## src/rtl/mem_port_arbiter.sv

```systemverilog
// mem_port_arbiter
//
// Shares one single-ported unified memory between three requesters:
// instruction fetch (IF, read-only), data load/store (DM) and the external
// debug/program loader (DBG). Each requester uses a req/ack handshake. The
// memory has a fixed read latency of MEM_LAT cycles after the mem_en cycle.
//
// Configuration macro:
//   MEM_ARB_RR_EN  defined   -> round-robin arbitration (2-bit pointer, order if -> dm -> dbg)
//                  undefined -> fixed priority dbg > dm > if (no pointer register)
//
// Ports:
//   clk, rst                      clock, synchronous active-high reset
//   if_req/if_addr                IF read request and address
//   if_ack/if_rdata               IF completion pulse and registered read data
//   dm_req/dm_we/dm_addr/dm_wdata DM request (we = 1 write, 0 read)
//   dm_ack/dm_rdata               DM completion pulse and registered read data
//   dbg_*                         DBG channel, same meaning as DM
//   mem_en/mem_we/mem_addr/mem_wdata  memory command, mem_en high one cycle per access
//   mem_rdata                     memory read data, valid MEM_LAT cycles after mem_en
//   gnt                           one-hot owner {dbg, dm, if}, 0 when idle
//   busy                          high whenever a transaction is in flight
module mem_port_arbiter #(
    parameter int unsigned ADDR_W  = 32,
    parameter int unsigned DATA_W  = 32,
    parameter int unsigned MEM_LAT = 2
) (
    input  logic              clk,
    input  logic              rst,
    input  logic              if_req,
    input  logic [ADDR_W-1:0] if_addr,
    output logic              if_ack,
    output logic [DATA_W-1:0] if_rdata,
    input  logic              dm_req,
    input  logic              dm_we,
    input  logic [ADDR_W-1:0] dm_addr,
    input  logic [DATA_W-1:0] dm_wdata,
    output logic              dm_ack,
    output logic [DATA_W-1:0] dm_rdata,
    input  logic              dbg_req,
    input  logic              dbg_we,
    input  logic [ADDR_W-1:0] dbg_addr,
    input  logic [DATA_W-1:0] dbg_wdata,
    output logic              dbg_ack,
    output logic [DATA_W-1:0] dbg_rdata,
    output logic              mem_en,
    output logic              mem_we,
    output logic [ADDR_W-1:0] mem_addr,
    output logic [DATA_W-1:0] mem_wdata,
    input  logic [DATA_W-1:0] mem_rdata,
    output logic [2:0]        gnt,
    output logic              busy
);

    localparam logic [3:0] Lat = 4'(MEM_LAT);

    typedef enum logic [1:0] {StIdle, StIssue, StWait, StResp} state_e;

    state_e            state_q, state_d;
    logic [2:0]        gnt_q, gnt_d;
    logic              we_q, we_d;
    logic [ADDR_W-1:0] addr_q, addr_d;
    logic [DATA_W-1:0] wdata_q, wdata_d;
    logic [3:0]        cnt_q, cnt_d;
    logic [DATA_W-1:0] if_rdata_q, if_rdata_d;
    logic [DATA_W-1:0] dm_rdata_q, dm_rdata_d;
    logic [DATA_W-1:0] dbg_rdata_q, dbg_rdata_d;
    logic [2:0]        req;
    logic [2:0]        win;

    assign req = {dbg_req, dm_req, if_req};

`ifdef MEM_ARB_RR_EN
    // Pointer encoding: 0 = if, 1 = dm, 2 = dbg.
    logic [1:0] ptr_q, ptr_d;

    // First requester at or after the pointer, walking if -> dm -> dbg -> if.
    always_comb begin
        win = 3'b000;
        case (ptr_q)
            2'd1: begin
                if (req[1])      win = 3'b010;
                else if (req[2]) win = 3'b100;
                else if (req[0]) win = 3'b001;
            end
            2'd2: begin
                if (req[2])      win = 3'b100;
                else if (req[0]) win = 3'b001;
                else if (req[1]) win = 3'b010;
            end
            default: begin
                if (req[0])      win = 3'b001;
                else if (req[1]) win = 3'b010;
                else if (req[2]) win = 3'b100;
            end
        endcase
    end
`else
    // Fixed priority dbg > dm > if; IF can starve under continuous traffic.
    always_comb begin
        win    = 3'b000;
        win[2] = req[2];
        win[1] = req[1] & ~req[2];
        win[0] = req[0] & ~req[1] & ~req[2];
    end
`endif

    always_comb begin
        state_d     = state_q;
        gnt_d       = gnt_q;
        we_d        = we_q;
        addr_d      = addr_q;
        wdata_d     = wdata_q;
        cnt_d       = cnt_q;
        if_rdata_d  = if_rdata_q;
        dm_rdata_d  = dm_rdata_q;
        dbg_rdata_d = dbg_rdata_q;
`ifdef MEM_ARB_RR_EN
        ptr_d       = ptr_q;
`endif
        unique case (state_q)
            StIdle: begin
                if (|req) begin
                    gnt_d   = win;
                    state_d = StIssue;
                    if (win[2]) begin
                        we_d    = dbg_we;
                        addr_d  = dbg_addr;
                        wdata_d = dbg_wdata;
                    end else if (win[1]) begin
                        we_d    = dm_we;
                        addr_d  = dm_addr;
                        wdata_d = dm_wdata;
                    end else begin
                        we_d    = 1'b0;
                        addr_d  = if_addr;
                        wdata_d = '0;
                    end
                end
            end
            StIssue: begin
                cnt_d   = Lat;
                state_d = StWait;
            end
            StWait: begin
                cnt_d = cnt_q - 4'd1;
                // Count of 1 marks the cycle in which mem_rdata is valid.
                if (cnt_q == 4'd1) begin
                    state_d = StResp;
                    if (!we_q) begin
                        if (gnt_q[0]) if_rdata_d  = mem_rdata;
                        if (gnt_q[1]) dm_rdata_d  = mem_rdata;
                        if (gnt_q[2]) dbg_rdata_d = mem_rdata;
                    end
                end
            end
            StResp: begin
                gnt_d   = 3'b000;
                state_d = StIdle;
`ifdef MEM_ARB_RR_EN
                case (gnt_q)
                    3'b001:  ptr_d = 2'd1;
                    3'b010:  ptr_d = 2'd2;
                    default: ptr_d = 2'd0;
                endcase
`endif
            end
        endcase
    end

    always_ff @(posedge clk) begin
        if (rst) begin
            state_q     <= StIdle;
            gnt_q       <= 3'b000;
            we_q        <= 1'b0;
            addr_q      <= '0;
            wdata_q     <= '0;
            cnt_q       <= 4'd0;
            if_rdata_q  <= '0;
            dm_rdata_q  <= '0;
            dbg_rdata_q <= '0;
`ifdef MEM_ARB_RR_EN
            ptr_q       <= 2'd0;
`endif
        end else begin
            state_q     <= state_d;
            gnt_q       <= gnt_d;
            we_q        <= we_d;
            addr_q      <= addr_d;
            wdata_q     <= wdata_d;
            cnt_q       <= cnt_d;
            if_rdata_q  <= if_rdata_d;
            dm_rdata_q  <= dm_rdata_d;
            dbg_rdata_q <= dbg_rdata_d;
`ifdef MEM_ARB_RR_EN
            ptr_q       <= ptr_d;
`endif
        end
    end

    assign mem_en    = (state_q == StIssue);
    assign mem_we    = mem_en & we_q;
    assign mem_addr  = addr_q;
    assign mem_wdata = wdata_q;
    assign gnt       = gnt_q;
    assign busy      = (state_q != StIdle);
    assign if_ack    = (state_q == StResp) & gnt_q[0];
    assign dm_ack    = (state_q == StResp) & gnt_q[1];
    assign dbg_ack   = (state_q == StResp) & gnt_q[2];
    assign if_rdata  = if_rdata_q;
    assign dm_rdata  = dm_rdata_q;
    assign dbg_rdata = dbg_rdata_q;

endmodule
```

## config.mk

```make
export PLATFORM = sky130hd
export DESIGN_NAME = mem_port_arbiter
export DESIGN_NICKNAME = d
export VERILOG_FILES = /design/src/rtl/mem_port_arbiter.sv
export SDC_FILE = /design/constraint.sdc
export NUM_CORES = 1
export LEC_CHECK = 0
export CORE_MARGIN = 4
export CORE_UTILIZATION = 41
export DETAILED_ROUTE_END_ITERATION = 8
export MAX_ROUTING_LAYER = met4
export PLACE_DENSITY = 0.81
export SLEW_MARGIN = 20
export SYNTH_ARGS = -nofsm -noshare
export SYNTH_HDL_FRONTEND = slang
export SYNTH_SLANG_ARGS = --single-unit
```

## constraint.sdc

```tcl
create_clock -name clk -period 2.3 [get_ports clk]
set_clock_uncertainty 0.1 [all_clocks]
set_input_delay 0.345 -clock clk [delete_from_list [all_inputs] [get_ports clk]]
set_output_delay 0.345 -clock clk [all_outputs]
set_load 0.005 [all_outputs]
```

==> run_results.csv, run 1 <==
group,metric,value,unit
sta,fin_crit_sh,0.952,
placed_design,placed_cells,1387,
worst_setup_path,critPathLaunchType,"flip-flop",
logic_synthesis,avgSynthCellArea,9.12,sq um
grt,grt_use_total,0.240,
pwr,vdd_drop_max,0.000504,V
sta,worst_slew_pin_slew,0.841,ns
clocking,htree_levels,4,
sta,fmax,457,MHz
sta,layout_setup_ws,0.110,ns
logic_synthesis,synth_top_area_frac,0.443,
logic_synthesis,synthCells,842,
floorplanning,start_util,0.422,
worst_setup_path,end_kind,"output port",
grt,overflow,0,
logic_synthesis,synth_top_family_by_area,"simple AND/OR/NAND/NOR gates",
worst_setup_path,worstPathRequired,1.86,ns
sta,finalHoldViolations,0,
route,maxUsedRoutingLayer,"met4",
route,drt_pass1_iterations,4,
pwr,p_leak,4.80,nW
logic_synthesis,async_flop_share,0,
floorplanning,boundaryPins,368,
floorplanning,chipWidth,145,um
grt,grt_pass1_vias,7042,
route,routed_via_density,5.01,
route,wl_met2,13.3,mm
logic_synthesis,synth_edf_count,0,
worst_setup_path,crit_family,"buffers and inverters",
layout,final_cell_mix,"clkdlybuf4s50_1 (363), nand2_1 (220), dfxtp_1 (169)",
layout,final_common_cell,"clkdlybuf4s50_1",
sta,setup_violations,0,
floorplanning,core_area,18200,sq um
logic_synthesis,synth.yosys.warnings,0,
placed_design,dpl.hpwl,18.8,mm
status,status,"completed",
pwr,power_density,778,nW/um^2
route,ant_nets,0,
grt,antenna_found_initial,0,
logic_synthesis,synth_seq_area_share,0.443,
route,wl_met3,1.16,mm
job,cap_violations,0,
layout,syn2layout_area_growth,57.2,%
logic_synthesis,synthMuxAreaShare,0.173,
logic_synthesis,ys_ff_latch,170,
layout,final_util,0.663,
worst_setup_path,worst-path-max-fanout,5,
floorplanning,dieArea,21000,sq um
worst_setup_path,path_cells,"ha_1, and2_1, clkdlybuf4s50_1",
worst_setup_path,slowest_delay,0.50,ns
logic_synthesis,syn_area,7680,sq um
logic_synthesis,synth_xor_area_frac,0,
clocking,numCtsBuffers,17,
logic_synthesis,yosys.area_share.simple,0.193,
layout,final_area,12100,sq um
route,wl_met1,10.5,mm
logic_synthesis,synth_ff_type,"dfxtp_1",
logic_synthesis,ys_types,34,
placed_design,gp_congestion,0.910,
floorplanning,core.rowCount,49,
worst_setup_path,ff2ff_path_depth,6,
placed_design,placed_area,11500,sq um
logic_synthesis,synth_nets,1048,
layout,num_antenna_cells,0,
sta,rsz0062_at_grt,"no",
min_path,hold_depth,3,
route,wl,25.5,mm
grt,grt_pass1_wl,38.1,mm
sta,max-slew-margin-rel,0.439,
layout,nets,1383,
placed_design,portBuffers,367,
clocking,cts_tree,"built",
logic_synthesis,ys_top_cells_by_area,"dfxtp_1 (44%), mux2i_1 (13%), nand2_1 (11%)",
logic_synthesis,synth_area_leader_cell,"dfxtp_1",
worst_setup_path,cp.depth,3,
worst_setup_path,path_buf_inv,1,
worst_setup_path,crit_type,"flip-flop to output port",
placed_design,dp_slack,0.316,ns
min_path,hold_path.class,"input pin to flip-flop",
clocking,path_clk_slew,0.07,ns
floorplanning,die_y,145,um
clocking,cts_root_buf,"clkbuf_16",
sta,setup_tns,0,ns
worst_setup_path,critPathArrivalTime,1.75,ns
layout,drive_gt1_frac,0.0790,
route,drc,0,
logic_synthesis,synth-compound-area-share,0.119,
sta,slew_violations,0,
route,vias,7116,
clocking,clk_latency,0.41,ns
grt,grt_max_degree,74,
clocking,cts_max_path_buffers,2,
layout,stdcell_count,1419,
sta,fin_crit,2.19,ns
clocking,cts_sinks,170,
route,avgRoutedWirePerCell,18.0,um
worst_setup_path,slowest_stage,"clkdlybuf4s50_1",
logic_synthesis,synth_fa_ha_area_frac,0.0114,
route,dr.first_iter.drc_count,325,
where the power goes:
part	switching, mW	internal, mW	total (mW)
registers	0.210	3.29	3.50
clock network	1.26	1.66	2.92
logic	1.44	1.53	2.97
total	2.91	6.48	9.39
path summary, 6_finish.rpt:
path | to | slack, ns | from
hold / removal | gnt[1]$_SDFFE_PP0P_ | 0.33 | dm_req
setup reg to reg | mem_wdata[3]$_SDFFE_PP0P_ | 0.53 | state_q[0]$_SDFFE_PP0P_
setup / recovery | dbg_ack | 0.11 | state_q[0]$_SDFFE_PP0P_
hold reg to reg | mem_addr[15]$_SDFFE_PP0P_ | 0.35 | mem_addr[15]$_SDFFE_PP0P_
worst register-to-register path, delay by kind of cell, from the launching register on:
| family | cells | cell delay (ns) |
|---|---|---|
| buf+inv | 2 | 0.48 |
| flops | 1 | 0.33 |
| simple gates | 2 | 0.32 |
| fa+ha+maj | 1 | 0.28 |
| compound gates | 1 | 0.16 |
sequential cells by signal, summed over array words and instances, names as in the netlist, 2 cells and up:
signal	flops
dm_rdata	32
gnt	3
dbg_rdata	32
if_rdata	32
state_q	2
cnt_q	4
mem_addr	32
mem_wdata	32
cell families (layout without fill, tap and decap cells):
group                      Yosys count  in the layout
DFF                                170            170
and+or+nand+nor                    317            317
AOI/OAI and AO/OA                  142            142
muxes                              129            129
adders and majority gates            7              7
buffers and inverters               77            425
cell type report:
class / instances / area (sq um)
Sequential cell: 170 / 3400
Tap cell: 229 / 287
Clock buffer: 19 / 443
Multi-Input combinational cell: 595 / 3810
Inverter: 7 / 27.5
Fill cell: 1520 / 6140
Clock inverter: 13 / 158
Timing Repair Buffer: 386 / 3930
routing by layer:
metal	GRT usage	vias to the layer above
li1	-	3525
met1	0.283	3351
met2	0.412	205
met3	0.0532	35
met4	0.0682	0
met5	-	-
cell usage after synthesis, types with 2 or more instances:
cell      instances
a221oi_1          5
a21oi_1          66
nand3b_1         29
and2_1            4
mux2i_1          97
buf_8             3
ha_1              7
buf_4             8
nand4_2           2
dfxtp_1         170
mux2_2           32
o21ai_0           5
inv_1             7
nor3_1            7
nand2_1         220
nand2b_1         32
clkbuf_1         30
o31a_1            2
nor2_1            8
buf_2            16
a21o_1           29
nor2b_1           7
nand3_1           2
o211ai_1         32
buf_6            12
nand4b_1          2
what timing repair did:
| action | 4_1_cts | 5_1_grt |
|---|---|---|
| buffers inserted | 0 | 0 |
| gates resized for setup | 1 | 2 |
| hold buffers | 0 | 0 |
| endpoints found under the setup margin | 1 | 3 |
per-stage QoR:
step / power [mW] / hold WS (ns)
3_3_place_gp: 6.46 / 0.341
2_1_floorplan: 5.14 / 0.351
5_1_grt: 9.87 / 0.362
3_5_place_dp: 6.51 / 0.346
6_report: 9.39 / 0.327
4_1_cts: 9.46 / 0.289
Note: power is estimated with default switching activity, not from simulation.
==> inputs of run 2 (changes only) <==
- SKIP_LAST_GASP: unset -> 1
- TNS_END_PERCENT: unset -> 30
==> run_results.csv, run 2 (synthesis results as in run 1) <==
group,metric,value,unit
status,status,"completed",
worst_setup_path,critPathLaunchType,"flip-flop",
layout,drive_gt1_frac,0.0782,
layout,num_antenna_cells,0,
clocking,cts_tree,"built",
route,dr.first_iter.drc_count,312,
worst_setup_path,cp.depth,3,
placed_design,gp_congestion,0.910,
worst_setup_path,crit_type,"flip-flop to output port",
pwr,vdd_drop_max,0.000506,V
sta,finalHoldViolations,0,
clocking,cts_sinks,170,
layout,final_common_cell,"clkdlybuf4s50_1",
route,drt_pass1_iterations,4,
clocking,numCtsBuffers,17,
floorplanning,boundaryPins,368,
grt,overflow,0,
clocking,cts_root_buf,"clkbuf_16",
placed_design,dpl.hpwl,18.8,mm
layout,final_util,0.662,
worst_setup_path,path_buf_inv,1,
worst_setup_path,path_cells,"ha_1, and2_1, clkdlybuf4s50_1",
floorplanning,die_y,145,um
route,maxUsedRoutingLayer,"met4",
job,cap_violations,0,
sta,max-slew-margin-rel,0.442,
layout,final_cell_mix,"clkdlybuf4s50_1 (363), nand2_1 (220), dfxtp_1 (170)",
layout,final_area,12100,sq um
grt,antenna_found_initial,0,
clocking,path_clk_slew,0.07,ns
route,drc,0,
floorplanning,dieArea,21000,sq um
grt,grt_use_total,0.240,
route,avgRoutedWirePerCell,18.0,um
grt,grt_pass1_wl,38.1,mm
sta,rsz0062_at_grt,"yes",
route,ant_nets,0,
worst_setup_path,end_kind,"output port",
worst_setup_path,critPathArrivalTime,1.77,ns
route,wl_met1,10.5,mm
sta,fin_crit_sh,0.964,
grt,grt_max_degree,74,
worst_setup_path,worstPathRequired,1.86,ns
clocking,htree_levels,4,
sta,slew_violations,0,
pwr,power_density,778,nW/um^2
layout,nets,1383,
route,routed_via_density,4.99,
layout,fillCellCount,1520,
worst_setup_path,slowest_delay,0.50,ns
worst_setup_path,slowest_stage,"clkdlybuf4s50_1",
floorplanning,start_util,0.422,
worst_setup_path,worst-path-max-fanout,5,
floorplanning,core.rowCount,49,
route,wl_met3,1.21,mm
route,wl,25.5,mm
placed_design,placed_area,11500,sq um
placed_design,portBuffers,367,
worst_setup_path,crit_family,"buffers and inverters",
clocking,clk_latency,0.41,ns
clocking,cts_max_path_buffers,2,
sta,setup_violations,0,
min_path,hold_path.class,"input pin to flip-flop",
worst_setup_path,ff2ff_path_depth,6,
floorplanning,core_area,18200,sq um
clocking,post-cts-setup-buffers,0,
sta,fin_crit,2.22,ns
sta,worst_slew_pin_slew,0.837,ns
sta,fmax,451,MHz
route,vias,7083,
layout,syn2layout_area_growth,57.1,%
route,wl_met2,13.2,mm
pwr,p_leak,4.80,nW
min_path,hold_depth,3,
floorplanning,chipWidth,145,um
grt,grt_pass1_vias,7042,
[run 2: cell counts in the layout (fill, tap and decap cells not counted)]
Identical to the previous run, type by type.
[run 2: per-stage QoR]
stage | hold slack, ns | instances | setup TNS (ns) | total power [mW] | setup WS (ns)
final | 0.324 | 1419 | 0 | 9.38 | 0.0837
after global routing | 0.362 | 1419 | -0.00585 | 9.87 | -0.00470
after CTS | 0.289 | 1419 | 0 | 9.46 | 0.0669
after detailed placement | 0.346 | 1387 | 0 | 6.51 | 0.316
after global placement | 0.341 | 1387 | 0 | 6.46 | 0.381
after floorplan | 0.351 | 842 | 0 | 5.14 | 0.663
[run 2: repair_timing]
item / 4_1_cts / 5_1_grt
cloned: 0 / 0
resized for setup: 1 / 1
endpoints found under the setup margin: 1 / 3
hold buffers: 0 / 0
[run 2: tightest hold or removal path: stages]
cell and delay, ns:
buf_4 0.25, nand2_1 0.11, a21oi_1 0.06
[run 2: worst paths after layout]
path,startpoint,end,slack (ns)
worst min-delay path,dbg_req,gnt[2]$_SDFFE_PP0P_,0.32
worst max-delay path,state_q[1]$_SDFFE_PP0P_,dbg_ack,0.08
worst max register to register,state_q[0]$_SDFFE_PP0P_,mem_wdata[3]$_SDFFE_PP0P_,0.53
worst min register to register,mem_addr[15]$_SDFFE_PP0P_,mem_addr[15]$_SDFFE_PP0P_,0.35
[run 2: final cells by class]
type / instances / area (sq um) / area share
clock buffer: 19 / 443 / 0.0367
clock inverter: 13 / 158 / 0.0131
inverter: 7 / 27.5 / 0.00228
multi-input combinational: 595 / 3810 / 0.316
sequential: 170 / 3400 / 0.282
tap: 229 / 287 / 0.0238
timing repair buffer: 386 / 3930 / 0.326
[run 2: metal layers]
metal,track usage,up-vias
li1,-,3525
met1,0.283,3317
met2,0.412,206
met3,0.0532,35
met4,0.0682,0
met5,-,-
[run 2: report_power, final]
group | internal [mW] | switching [mW]
registers | 3.28 | 0.209
logic | 1.53 | 1.44
clock network | 1.66 | 1.26
total | 6.48 | 2.91
==> inputs of run 3 (changes only) <==
- CAP_MARGIN: unset -> 20
==> results of run 3 <==
The final DEF is identical to that of run 2; final timing and power are the same.
